File: config.mk
export PLATFORM = sky130hd
export DESIGN_NAME = amiq_dvcon_blue_field_buffer
export DESIGN_NICKNAME = d
export VERILOG_FILES = /design/src/rtl/amiq_dvcon_blue_field_buffer.sv
export SDC_FILE = /design/constraint.sdc
export NUM_CORES = 1
export LEC_CHECK = 0
export BUFFER_PORTS_ARGS = -buffer_cell sky130_fd_sc_hd__clkbuf_2
export CAP_MARGIN = 30
export CORE_AREA = 5 5 185 169
export CTS_CLUSTER_SIZE = 24
export DETAILED_ROUTE_END_ITERATION = 16
export DIE_AREA = 0 0 190 174
export PLACE_DENSITY = 0.73
export SYNTH_ARGS = -nofsm -noshare
export SYNTH_HDL_FRONTEND = slang
export SYNTH_SLANG_ARGS = --single-unit
File: constraint.sdc
create_clock -name clk -period 4.4 [get_ports clk]
set_clock_uncertainty 0.05 [all_clocks]
set_input_delay 0.88 -clock clk [delete_from_list [all_inputs] [get_ports clk]]
set_output_delay 0.88 -clock clk [all_outputs]
set_load 0.005 [all_outputs]
File: src/rtl/amiq_dvcon_blue_field_buffer.sv
// amiq_dvcon_blue_field_buffer
// DEPTH-entry first-word-fall-through FIFO carrying NUM_FIELDS x FIELD_W beats
// between the blue VIP driver and the DUT core, with a saturating count of
// producer stall cycles.
// Optional feature macro: AMIQ_DVCON_BLUE_FIELD_BUFFER_CSUM_EN adds a per-beat
// XOR checksum (out_csum) and a sticky checksum error flag (csum_err).
//
// Handshake: a transfer happens on a rising edge where valid and ready are both
// 1. in_ready depends only on level and in_valid never feeds back into it;
// out_valid depends only on level. A producer that is stalled holds in_fields
// stable. A full buffer refuses a push even when a pop happens in the same cycle.
module amiq_dvcon_blue_field_buffer #(
    parameter int NUM_FIELDS  = 3,
    parameter int FIELD_W     = 32,
    parameter int DEPTH       = 4,
    parameter int STALL_CNT_W = 16
) (
    input  logic                          clk,
    input  logic                          rst,
    input  logic                          in_valid,
    output logic                          in_ready,
    input  logic [NUM_FIELDS*FIELD_W-1:0] in_fields,
    output logic                          out_valid,
    input  logic                          out_ready,
    output logic [NUM_FIELDS*FIELD_W-1:0] out_fields,
    output logic [$clog2(DEPTH):0]        level,
    output logic [STALL_CNT_W-1:0]        stall_cnt
`ifdef AMIQ_DVCON_BLUE_FIELD_BUFFER_CSUM_EN
    ,
    input  logic                          in_csum_chk,
    output logic [FIELD_W-1:0]            out_csum,
    output logic                          csum_err
`endif
);

    localparam int PTR_W  = $clog2(DEPTH);
    localparam int LVL_W  = PTR_W + 1;
    localparam int DATA_W = NUM_FIELDS * FIELD_W;
    localparam logic [LVL_W-1:0] LVL_FULL = LVL_W'(DEPTH);

    logic [DATA_W-1:0] mem [DEPTH];
    logic [PTR_W-1:0]  wr_ptr;
    logic [PTR_W-1:0]  rd_ptr;
    logic              push;
    logic              pop;

    // Handshake decode; ready/valid come from level only.
    always_comb begin
        in_ready   = (level != LVL_FULL);
        out_valid  = (level != '0);
        push       = in_valid & in_ready;
        pop        = out_valid & out_ready;
        out_fields = out_valid ? mem[rd_ptr] : '0;
    end

    // Beat storage; writes are suppressed while reset is asserted.
    always_ff @(posedge clk) begin
        if (!rst && push) begin
            mem[wr_ptr] <= in_fields;
        end
    end

    // Pointers and occupancy; power-of-two DEPTH makes the pointer wrap natural.
    always_ff @(posedge clk) begin
        if (rst) begin
            wr_ptr <= '0;
            rd_ptr <= '0;
            level  <= '0;
        end else begin
            if (push) begin
                wr_ptr <= wr_ptr + PTR_W'(1);
            end
            if (pop) begin
                rd_ptr <= rd_ptr + PTR_W'(1);
            end
            if (push && !pop) begin
                level <= level + LVL_W'(1);
            end else if (pop && !push) begin
                level <= level - LVL_W'(1);
            end
        end
    end

    // Count cycles where the producer offers a beat the buffer cannot take; no wrap.
    always_ff @(posedge clk) begin
        if (rst) begin
            stall_cnt <= '0;
        end else if (in_valid && !in_ready && (stall_cnt != '1)) begin
            stall_cnt <= stall_cnt + STALL_CNT_W'(1);
        end
    end

`ifdef AMIQ_DVCON_BLUE_FIELD_BUFFER_CSUM_EN
    logic [FIELD_W-1:0] csum_mem [DEPTH];
    logic [FIELD_W-1:0] in_csum;

    // XOR of all incoming fields, computed at push time.
    always_comb begin
        in_csum = '0;
        for (int i = 0; i < NUM_FIELDS; i++) begin
            in_csum = in_csum ^ in_fields[i*FIELD_W +: FIELD_W];
        end
        out_csum = out_valid ? csum_mem[rd_ptr] : '0;
    end

    // Checksum storage travels alongside the beat at the same index.
    always_ff @(posedge clk) begin
        if (!rst && push) begin
            csum_mem[wr_ptr] <= in_csum;
        end
    end

    // Sticky error: any checked push with nonzero XOR sets it until reset.
    always_ff @(posedge clk) begin
        if (rst) begin
            csum_err <= 1'b0;
        end else if (push && in_csum_chk && (in_csum != '0)) begin
            csum_err <= 1'b1;
        end
    end
`endif

endmodule

**Word-level counts from Yosys, hierarchy flattened**

Memories as Yosys holds them, arrays and structs flattened. A register that Yosys moved wholly into a read port is not among the register bits.
Index checks and enable logic that the tools add are counted.

- Equality and inequality tests: 2
- Bitwise operators: 2
- $add $sub $neg: 5
- Reductions and logical operators: 11
- Muxes and demuxes: 7

Operators with widths:

| operator | number |
|---|---|
| 2-to-1 mux 96 bit | 1 |
| adder 16 x 1 -> 16 bit, second input constant | 1 |
| != test 16 bit, second input constant | 1 |
| 2-to-1 mux 3 bit | 2 |
| logical AND 1 bit | 5 |
| adder 2 x 1 -> 2 bit, second input constant | 2 |
| logical NOT 1 bit | 4 |
| 2-to-1 mux 2 bit | 2 |
| adder 3 x 1 -> 3 bit, second input constant | 1 |
| != test 3 bit, second input constant | 1 |
| nonzero test 3 bit | 1 |
| subtractor 3 x 1 -> 3 bit, second input constant | 1 |
| AND 1 bit | 2 |
| 2-to-1 mux 1 bit | 2 |
| nonzero test 2 bit | 1 |

- Output and inout bits: 117
- Register bits after elaboration: 23
- Bits of input ports: 100
- RAM bits: 384
- Memories kept: 1

Memories:

| memory | depth | width | read ports | clocked after Yosys merged registers in | write ports | line | text |
|---|---|---|---|---|---|---|---|
| mem | 4 | 96 | 1 | 1 | 1 | 41 | `logic [DATA_W-1:0] mem [DEPTH];` |

**Logic depth before layout (Yosys ltp)**

- Word-level depth: 6
- Depth in mapped cells: 9
- Depth with buffers taken out: 9

**Worst setup path before layout**

Ideal clock, no wire load.

- Path kind: input to register
- Start point: in rst
- End point: mem mem[0][0] in the netlist's numbering, enable pin
- Slack: 0.396 ns
- Buffers on the path: 1
- Data required time: 3.884 ns
- Arrival time: 3.488 ns
- Stages on the path: 3
- Library setup time: 0.466 ns
- Path through: clkbuf_1 > nor2_1 > and2_1

- Word-level cells in the longest chain between the ends: 4

RTL lines:

| element | line | text |
|---|---|---|
| from (decl) | 19 | `input logic rst,` |
| logical NOT 1 bit | 58 | `if (!rst && push) begin` |
| logical AND 1 bit | 58 |  |
| 2-to-1 mux 1 bit | 58 |  |
| 2-to-1 mux 1 bit (implied by the code) | 59 | `mem[wr_ptr] <= in_fields;` |
| to (decl) | 41 |  |

Every way passes these cells.

==> metrics.md <==
| Metric | Value |
|---|---|
| Final Setup Violations | `0` |
| Critical Path RT | `approximately 3.5 ns` |
| Peak supply drop | `between 0.5 and 0.6 mV` |
| First-pass GRT wire length | `just under 50000 um` |
| Ys async rst share | `0%` |
| Initial antenna violation count | `4` |
| Post-DP HPWL | `19050 um` |
| Worst-path clk slew | `0.06 ns` |
| Worst-skew pair later-pin latency | `0.51 ns` |
| Final nets | `1106` |
| Tightest Pin Transition | `between 0.7 and 0.8 ns` |
| Drt total wl | `30770 um` |
| Worst setup margin | `a little over 0.9 ns` |
| Starting Density | `53.87%` |
| Crit-path slowest cell | `dfxtp_4` |
| Area leader, netlist | `edfxtp_1` |
| Initial DRC count | `479` |
| Synth Cell Area | `15810 um2` |
| CP Class | `reg2out` |
| Worst hold path class | `reg2reg` |
| RSZ-0062 raised after global routing | `false` |
| Hold_ws | `0.4799 ns` |
| Hold Fails Final Rpt | `0` |
| Area of the core | `29350 um2` |
| Max incr delay on CP | `0.72 ns` |
| Critical Path, Cell by Cell | `buf_4 -> mux4_2 -> and2_1 -> clkbuf_2` |
| Antenna Nets Post-Route | `0` |
| Final period util | `79.23%` |
| Synth Warn # | `0` |
| GRT Util Overall | `18.76%` |
| Top post-synthesis cells by area | `edfxtp_1, mux4_2, and2_1` |
| Endpoint class of the critical path | `output pin` |
| Share of the synthesized area in the top cell type | `72.92%` |
| CTS Buf Count | `41` |
| Cells after Synth | `758` |
| Post-synth cell types | `46` |
| Vias in the first global route | `8290` |
| Worst Path Max Fanout | `27` |
| Worst slack, placed | `1.355 ns` |
| IO Pins | `217` |
| Post-route DRC | `0` |
| Syn Nets | `about 870` |
| PortBufs | `216` |
| Pwr Density | `581.7 nW/um2` |
| Die Area | `33060 um2` |
| Routed len/inst | `21.46 um` |
| Global route overflow | `0` |
| CTS root buffer | `clkbuf_16` |
| Vias post-DR | `7867` |
| Max Slew Vio Count | `0` |
| Max_slew headroom | `47.86%` |
| Largest net degree at the start of global routing | `49` |
| Setup TNS | `0 ns` |
| Synth-to-Final Area Change | `19.72%` |
| Share of cells above drive strength 1 | `about 40%` |
| Syn avg cell area | `between 20 and 25 um2` |
| Post-synth EDFFs | `between 300 and 400` |
| Setup bufs post-CTS | `0` |
| Ant diodes | `0` |
| Pleak | `6.568 nW` |
| TritonCTS clock tree | `done` |
| Max Cap Viol | `0` |
| WP data arrival | `~2.6 ns` |
| Die Ht | `174 um` |
| Synthesized flop and latch total | `409` |
| Top FF cell, synth | `edfxtp_1` |
| Cts hold-fix bufs | `0` |
| TritonRoute pass-1 iters | `6` |
| Routability-driven placement congestion ratio | `0.8159` |
| Post_cts resized | `0` |
| H-tree levels | `2` |
| Status | `complete, no violations` |
| Clock Path Buffers | `3` |
| Routed vias/inst | `5.486` |
| Placement row count | `60` |
| Post-layout minimum cycle time | `between 3 and 4 ns` |
| Fmax | `roughly 290 MHz` |
| CTS Sinks | `409` |
| Sequential share of the synthesized area | `76.08%` |
| Die width | `190 um` |
| Final design utilization | `64.50%` |
| Startpoint Class | `flop` |
cells in the mapped netlist (7+ instances only):
| cell type | n |
|---|---|
| nor2b_1 | 7 |
| buf_2 | 11 |
| dfxtp_1 | 25 |
| nand2_1 | 8 |
| inv_1 | 8 |
| clkbuf_1 | 20 |
| edfxtp_1 | 384 |
| a21oi_1 | 9 |
| and2_1 | 101 |
| nor2_1 | 18 |
| mux4_2 | 96 |
worst max-delay path, delay by kind of cell (launching register included):
family | cells | cell delay [ns]
buffers and inverters | 2 | 0.56
AND/OR/NAND/NOR | 1 | 0.17
multiplexers | 1 | 0.57
flip-flops | 1 | 0.72
layout by cell type, fill, tap and decap left out, types with 3 or more instances in the layout:
| cell | Yosys | layout |
|---|---|---|
| clkbuf_1 | 20 | 3 |
| nor2_1 | 18 | 18 |
| ha_1 | 6 | 6 |
| and2_4 | 0 | 4 |
| and2_1 | 101 | 97 |
| nand3_1 | 6 | 6 |
| clkinvlp_4 | 0 | 4 |
| inv_1 | 8 | 8 |
| clkbuf_16 | 0 | 42 |
| clkinv_1 | 0 | 9 |
| nor2b_1 | 7 | 7 |
| edfxtp_1 | 384 | 384 |
| clkinv_2 | 0 | 5 |
| nand2_1 | 8 | 8 |
| mux2_1 | 3 | 3 |
| mux4_2 | 96 | 96 |
| dfxtp_1 | 25 | 23 |
| xor2_1 | 5 | 5 |
| bufinv_16 | 0 | 9 |
| buf_12 | 0 | 7 |
| clkbuf_2 | 0 | 216 |
| buf_4 | 6 | 13 |
| mux2_2 | 3 | 3 |
| a21oi_1 | 9 | 9 |
| nand4_1 | 3 | 3 |
state kept, by name, indices dropped and copies added (netlist names), named ones only:
| signal | flops |
|---|---|
| level | 3 |
| mem | 384 |
| rd_ptr | 2 |
| stall_cnt | 16 |
| wr_ptr | 2 |
path summary, 6_finish.rpt:
check              endpoint  startpoint  depth (start not counted)  slack, ns
max          out_fields[64]        flop                          4       0.91
min               wr_ptr[1]   wr_ptr[1]                          2       0.48
max reg2reg        level[2]    level[0]                          8       1.72
min reg2reg       wr_ptr[1]   wr_ptr[1]                          2       0.48
report_power, final:
part | leakage, nW | switching (mW) | internal, mW
logic | 2.18 | 1.32 | 1.34
clock network | 0.698 | 1.41 | 2.28
registers | 3.69 | 0.159 | 4.51
logic make-up after synthesis:
family / Yosys count / synth area share [%]
compound gates: 21 / 0.8703
simple gates: 164 / 6.472
xor+xnor: 6 / 0.3323
buf+inv: 46 / 1.321
flops: 409 / 76.08
mux: 105 / 14.32
fa+ha+maj: 7 / 0.6013
layer usage:
metal	vias up	wire length (um)	global-route usage, %
met5	-	54	0
met2	230	15140	30.25
li1	3541	-	-
met1	4032	12950	26.56
met3	56	2109	4.699
met4	8	515	3.858
layout make-up:
type	count	area (um2)
repair buffers	236	1319
flip-flops and latches	409	12040
clock inverters	30	392.9
inverters	8	30.03
clock buffers	45	1062
multi-input cells	303	3585
fillers	1988	10420
well taps	403	504.2
metrics by stage:
step | total power [mW] | instances | cell area, um2
global route | 11.56 | 1434 | 18930
global placement | 7.456 | 1359 | 17480
floorplan | 6.311 | 758 | 15810
detailed placement | 7.474 | 1359 | 17480
CTS | 11.17 | 1434 | 18930
finish | 11.01 | 1434 | 18930
(Power assumes the default switching activity.)
